### src/rtl/pipe_stage_reg.sv
// rtl/pipe_stage_reg.sv - write-back pipeline stage register with valid/ready handshake, halt and flush.
// Define PIPE_SKID_EN for two-entry (main + skid) storage with in_ready taken from state only.
module pipe_stage_reg #(
    parameter int DATA_W = 32,
    parameter int ADDR_W = 5
) (
    input  logic              clk,
    input  logic              rst_n,
    input  logic              in_valid,
    output logic              in_ready,
    input  logic              in_halt,
    input  logic              in_wen,
    input  logic [ADDR_W-1:0] in_waddr,
    input  logic [DATA_W-1:0] in_data,
    input  logic              flush,
    output logic              out_valid,
    input  logic              out_ready,
    output logic              out_halt,
    output logic              out_wen,
    output logic [ADDR_W-1:0] out_waddr,
    output logic [DATA_W-1:0] out_data,
    output logic [1:0]        count,
    output logic              halted
);

    localparam int PW = DATA_W + ADDR_W + 2;

    logic [PW-1:0] in_pay;
    logic [PW-1:0] slot0_q, slot0_d;
    logic [1:0]    count_q, count_d;
    logic          halted_q, halted_d;
    logic          push, pop;
    logic          held_wen;

    assign in_pay = {in_halt, in_wen, in_waddr, in_data};
    assign pop    = (count_q != 2'd0) & out_ready;
    assign push   = in_valid & in_ready;

`ifdef PIPE_SKID_EN
    logic [PW-1:0] slot1_q, slot1_d;

    // Depends only on registered state (plus flush/reset), never on out_ready.
    assign in_ready = ~rst_n & (count_q != 2'd2) & ~halted_q & ~flush;

    always_comb begin
        slot0_d = slot0_q;
        slot1_d = slot1_q;
        if (pop) begin
            if (count_q == 2'd2) begin
                slot0_d = slot1_q;
                if (push) slot1_d = in_pay;
            end else if (push) begin
                slot0_d = in_pay;
            end
        end else if (push) begin
            if (count_q == 2'd0) slot0_d = in_pay;
            else                 slot1_d = in_pay;
        end
    end

    always_ff @(posedge clk or posedge rst_n) begin
        if (rst_n) slot1_q <= '0;
        else       slot1_q <= slot1_d;
    end
`else
    // A full single-entry stage can still accept when the head leaves this cycle.
    assign in_ready = ~rst_n & ((count_q == 2'd0) | out_ready) & ~halted_q & ~flush;

    always_comb begin
        slot0_d = slot0_q;
        if (push) slot0_d = in_pay;
    end
`endif

    always_comb begin
        count_d  = count_q + {1'b0, push} - {1'b0, pop};
        halted_d = halted_q | (push & in_halt);
        if (flush) begin
            count_d  = 2'd0;
            halted_d = 1'b0;
        end
    end

    always_ff @(posedge clk or posedge rst_n) begin
        if (rst_n) begin
            slot0_q  <= '0;
            count_q  <= 2'd0;
            halted_q <= 1'b0;
        end else begin
            slot0_q  <= slot0_d;
            count_q  <= count_d;
            halted_q <= halted_d;
        end
    end

    assign {out_halt, held_wen, out_waddr, out_data} = slot0_q;
    assign out_valid = (count_q != 2'd0);
    assign out_wen   = held_wen & out_valid;
    assign count     = count_q;
    assign halted    = halted_q;

endmodule

### config.mk
export PLATFORM = sky130hd
export DESIGN_NAME = pipe_stage_reg
export DESIGN_NICKNAME = d
export VERILOG_FILES = /design/src/rtl/pipe_stage_reg.sv
export SDC_FILE = /design/constraint.sdc
export NUM_CORES = 1
export LEC_CHECK = 0
export CORE_MARGIN = 2
export CORE_UTILIZATION = 38
export CTS_CLUSTER_SIZE = 8
export DETAILED_ROUTE_END_ITERATION = 8
export GPL_ROUTABILITY_DRIVEN = 1
export GPL_TIMING_DRIVEN = 0
export PLACE_DENSITY = 0.76
export SETUP_SLACK_MARGIN = 0.1
export SLEW_MARGIN = 25
export SYNTH_ARGS = -nofsm -noshare
export SYNTH_HDL_FRONTEND = slang
export SYNTH_SLANG_ARGS = --single-unit
### constraint.sdc
create_clock -name clk -period 1.7 [get_ports clk]
set_input_delay 0.17 -clock clk [delete_from_list [all_inputs] [get_ports clk]]
set_output_delay 0.17 -clock clk [all_outputs]
set_load 0.005 [all_outputs]
=== Word-level counts from Yosys, hierarchy flattened ===
Cells that the tools add are included.

* Add/subtract/negate cells: 2
* Multiplexer cells: 2
* Bitwise operators: 12
* Reductions and logical operators: 2

{| class="wikitable"
|+ Operators by type and width
! kind !! count
|-
| $and 1x1->1 || 7
|-
| $not 1->1 || 3
|-
| $add 2x1->2 || 1
|-
| $logic_not 2->1 || 1
|-
| $mux 2 || 1
|-
| $or 1x1->1 || 2
|-
| $reduce_bool 2->1 || 1
|-
| $sub 2x1->2 || 1
|-
| $mux 1 || 1
|}

* Bits in registers: 42
* Input bits: 44
* Output and inout port bits: 44
* Word-level logic and storage cells: 21

=== Depth between registers and ports, before layout ===
* Depth after elaboration: 9
* Depth in mapped cells: 8
* Gate-level depth less buffers: 7

=== Least setup slack after synthesis ===
No wires, ideal clock.

* Path kind: input to register
* From: input port rst_n
* To: register count_q[0], in the netlist count[0]
* Library setup time: 0.118 ns
* Arrival: 2.274 ns
* Required time: 1.582 ns
* Slack: -0.692 ns
* Cell stages on the path: 7
* Path buffers: 1
* Path through: inv_1 -> nand4_4 -> buf_6 -> ha_1 -> inv_1 -> ha_1 -> nor2b_1

* Word-level cells in the longest chain between the ends: 8

{| class="wikitable"
|+ RTL lines
! item !! RTL line !! RTL
|-
| start, declared || 8 || <nowiki>input logic rst_n,</nowiki>
|-
| $not 1->1 || 67 || <nowiki>assign in_ready = ~rst_n & ((count_q == 2'd0) | out_ready) & ~halted_q & ~flush;</nowiki>
|-
| $and 1x1->1 (3 in a row) || 67 ||
|-
| $and 1x1->1 || 37 || <nowiki>assign push = in_valid & in_ready;</nowiki>
|-
| $add 2x1->2 || 76 || <nowiki>count_d = count_q + {1'b0, push} - {1'b0, pop};</nowiki>
|-
| $sub 2x1->2 || 76 ||
|-
| $mux 2 || 78 || <nowiki>if (flush) begin</nowiki>
|-
| via count_d[0] || 30 || <nowiki>logic [1:0] count_q, count_d;</nowiki>
|-
| end signal, assigned || 91 || <nowiki>count_q <= count_d;</nowiki>
|-
| end, declared || 30 ||
|}

The timed path passes the listed nets, and every way through them passes these cells.
A chain may end at the register's enable or synchronous reset.

=== Final worst setup path ===
* From: register count_q[1], in the netlist count[1]
* To: register count_q[0], in the netlist count[0]

* Word-level cells in the longest chain between the ends: 9
* Elaborated cells on any way between the ends: 11
* Those cells by class: add/sub: 2; mux: 1; bitwise: 6; reduce/logical: 2

{| class="wikitable"
|+ RTL lines
! item !! RTL line
|-
| $logic_not 2->1 || 67
|-
| $or 1x1->1 || 67
|-
| $and 1x1->1 (3 in a row) || 67
|-
| $and 1x1->1 || 37
|-
| $add 2x1->2 || 76
|-
| $sub 2x1->2 (*) || 76
|-
| $mux 2 (*) || 78
|-
| via count_d[0] || 30
|}

Mark *: on every way through the listed nets, which the timed path passes. The rest lies on a longest branch.

==> flow_summary.json <==
{
  "outcome": "finished clean",
  "drcViolationCount": 0,
  "yosysTopAreaCellShare_pct": 50.1,
  "fin_crit_sh_pct": 99.7,
  "fp.dieW_um": 78.3,
  "cts_max_level": 2,
  "ios": 88,
  "grt_overflow_total": 0,
  "synth.ff_latch_count": 42,
  "vias": 1364,
  "synth.distinct_cells": 14,
  "drive_gt1_share_pct": 46.4,
  "timing.fmax_mhz": 590,
  "antenna_found_initial": 0,
  "p_leak_nw": 1.64,
  "synth-compound-area-share_pct": 0.955,
  "n_fill_cell": 446,
  "synth-xor-area-share_pct": 0.836,
  "synth_top_family_by_area": "multiplexers",
  "setup_tns_ns": 0,
  "syn_avg_cell_area_um2": 15.0,
  "rsz0062_at_grt": "yes",
  "tightest_slew_ns": 0.576,
  "skew_ns": 0.00619,
  "grt_pass1_wl_um": 6980,
  "arrival_ns": 1.92,
  "n_antenna_cell": 0,
  "fin_util_pct": 62.3,
  "portBuffers": 87,
  "grt_max_degree": 23,
  "die_y_um": 78.3,
  "synth_fp_nets": 186,
  "met1Wirelength_um": 1930,
  "cts_tree": "yes",
  "root_buffer": "clkbuf_8",
  "setup_violations": 0,
  "numCtsBuffers": 5,
  "start_kind": "register",
  "ir_drop_mv": 0.704,
  "num_rows": 27,
  "start_util_pct": 38.8,
  "viasPerCell": 4.26,
  "drt_iter0_drc": 16,
  "grt_pass1_vias": 1470,
  "final_cell_mix": "82 x clkdlybuf4s50_1, 46 x buf_4, 40 x dfrtp_1, 39 x mux2_4, 6 x clkbuf_8",
  "ys_top_cells_by_area": "dfrtp_1 50%, mux2_4 28%, buf_4 13%",
  "slew_headroom_pct": 61.4,
  "crit_required_ns": 1.93,
  "synthSimpleGateAreaFrac_pct": 2.99,
  "routed-wl-met2_um": 2210,
  "routed-wl-met3_um": 189,
  "die-area_mm2": 0.00613,
  "p_total_mw": 4.95,
  "synthMuxAreaShare_pct": 27.9,
  "hold_path_class": "primary input to async pin",
  "power.density_mw_per_mm2": 1470,
  "post-dp-hpwl_um": 2860,
  "wire_per_inst_um": 13.7,
  "crit_type": "register to register",
  "reg2reg_depth": 8,
  "critPathMaxFanout": 3,
  "nets": 293,
  "routed.top_layer": "met4",
  "gp_congestion": 0.652,
  "drv_slew": 0,
  "ant_nets": 0,
  "syn_inst": 140,
  "min_period_ns": 1.70,
  "clkSlewWorstSetupHoldPaths_ns": 0.08,
  "synth_fa_ha_area_share_pct": 1.19,
  "drv_cap": 0,
  "insertion_delay_ns": 0.30,
  "ys_seq_area_share_pct": 50.1,
  "mostFrequentLayoutCell": "clkdlybuf4s50_1",
  "areaGrowthSynthToFinish_pct": 60.7,
  "drt-pass1-iter-count": 2,
  "core_mm2": 0.00541,
  "numClockSinks": 42,
  "yosys_warnings": 0,
  "track_usage_pct": 15.0,
  "syn_area_mm2": 0.00210,
  "cp-end-kind": "register",
  "hold_viol_final": 0,
  "wl_um": 4390,
  "synth_top_area_cell": "dfrtp_1",
  "cts_buffer_depth": 2
}
==> final cells by class <==
cell class	instances	area (µm²)	area share [%]
Buffer	41	332	9.84
Sequential cell	42	1050	31.3
Timing Repair Buffer	98	955	28.3
Inverter	3	15.0	0.446
Multi-Input combinational cell	54	768	22.8
Tap cell	72	90.1	2.67
Timing Repair inverter	2	12.5	0.371
Clock buffer	6	82.6	2.45
Clock inverter	2	60.1	1.78
==> logic make-up (layout without fill, tap and decap cells) <==
kind of cell | Yosys count | in the layout
fa+ha+maj | 2 | 2
xor+xnor | 2 | 2
mux | 39 | 39
simple gates | 9 | 9
compound gates | 2 | 2
flops | 42 | 42
buf+inv | 44 | 152
==> routing by layer <==
metal,vias to the layer above,global-route usage [%]
li1,640,-
met2,45,24.8
met4,0,6.32
met3,7,2.87
met5,-,0
met1,672,19.4
==> power by group <==
group,internal [mW],total (mW),switching (mW)
clock,0.626,0.975,0.349
combinational,1.80,2.40,0.600
sequential,1.37,1.58,0.211
==> worst paths after layout <==
kind | from | to | slack [ns]
setup / recovery | count[1]$_DFF_PP0_ | count[0]$_DFF_PP0_ | 0.004
hold / removal | rst_n | slot0_q[33]$_DFFE_PP0P_ | 0.17
setup reg to reg | count[1]$_DFF_PP0_ | count[0]$_DFF_PP0_ | 0.004
hold reg to reg | slot0_q[36]$_DFFE_PP0P_ | slot0_q[36]$_DFFE_PP0P_ | 0.51
max in group asynchronous | rst_n | count[1]$_DFF_PP0_ | 1.19
min in group clk | in_data[9] | slot0_q[9]$_DFFE_PP0P_ | 0.48
==> cell usage after synthesis (all sizes together) <==
master / number
xnor2: 1
inv: 3
o21bai: 1
mux2: 39
and3: 1
buf: 41
a41oi: 1
nand4: 1
dfrtp: 42
nor2b: 3
ha: 2
nor2: 4
xor2: 1
==> timing repair <==
item	4_1_cts	5_1_grt
hold buffers	0	0
gates cloned	2	0
endpoints found under the setup margin	45	42
resized for setup	14	4
setup buffers	9	2
pin swaps	4	3
==> per-stage QoR <==
| step | instance area (µm²) | cells | hold slack, ns | worst slack (ns) |
|---|---|---|---|---|
| 4_1_cts | 3350 | 318 | 0.184 | 0.0301 |
| 3_3_place_gp | 3090 | 299 | 0.492 | -1.23 |
| 5_1_grt | 3370 | 320 | 0.208 | -0.0468 |
| 3_5_place_dp | 3090 | 299 | 0.492 | -1.23 |
| 6_report | 3370 | 320 | 0.174 | 0.00447 |
| 2_1_floorplan | 2130 | 140 | 0.183 | -0.287 |
==> sequential cells by signal, indices dropped and copies added, names as in the netlist <==
register  count
slot0_q      39
halted        1
count         2
==> critical path, stage by stage (launching register included) <==
cell and delay [ns]:
dfrtp_2 0.42, buf_6 0.12, o21bai_4 0.17, nand4_4 0.13, buf_12 0.15, ha_4 0.25, inv_2 0.04, ha_4 0.24
nor2b_4 0.11
No activity file was read; power rests on OpenSTA's default activity.
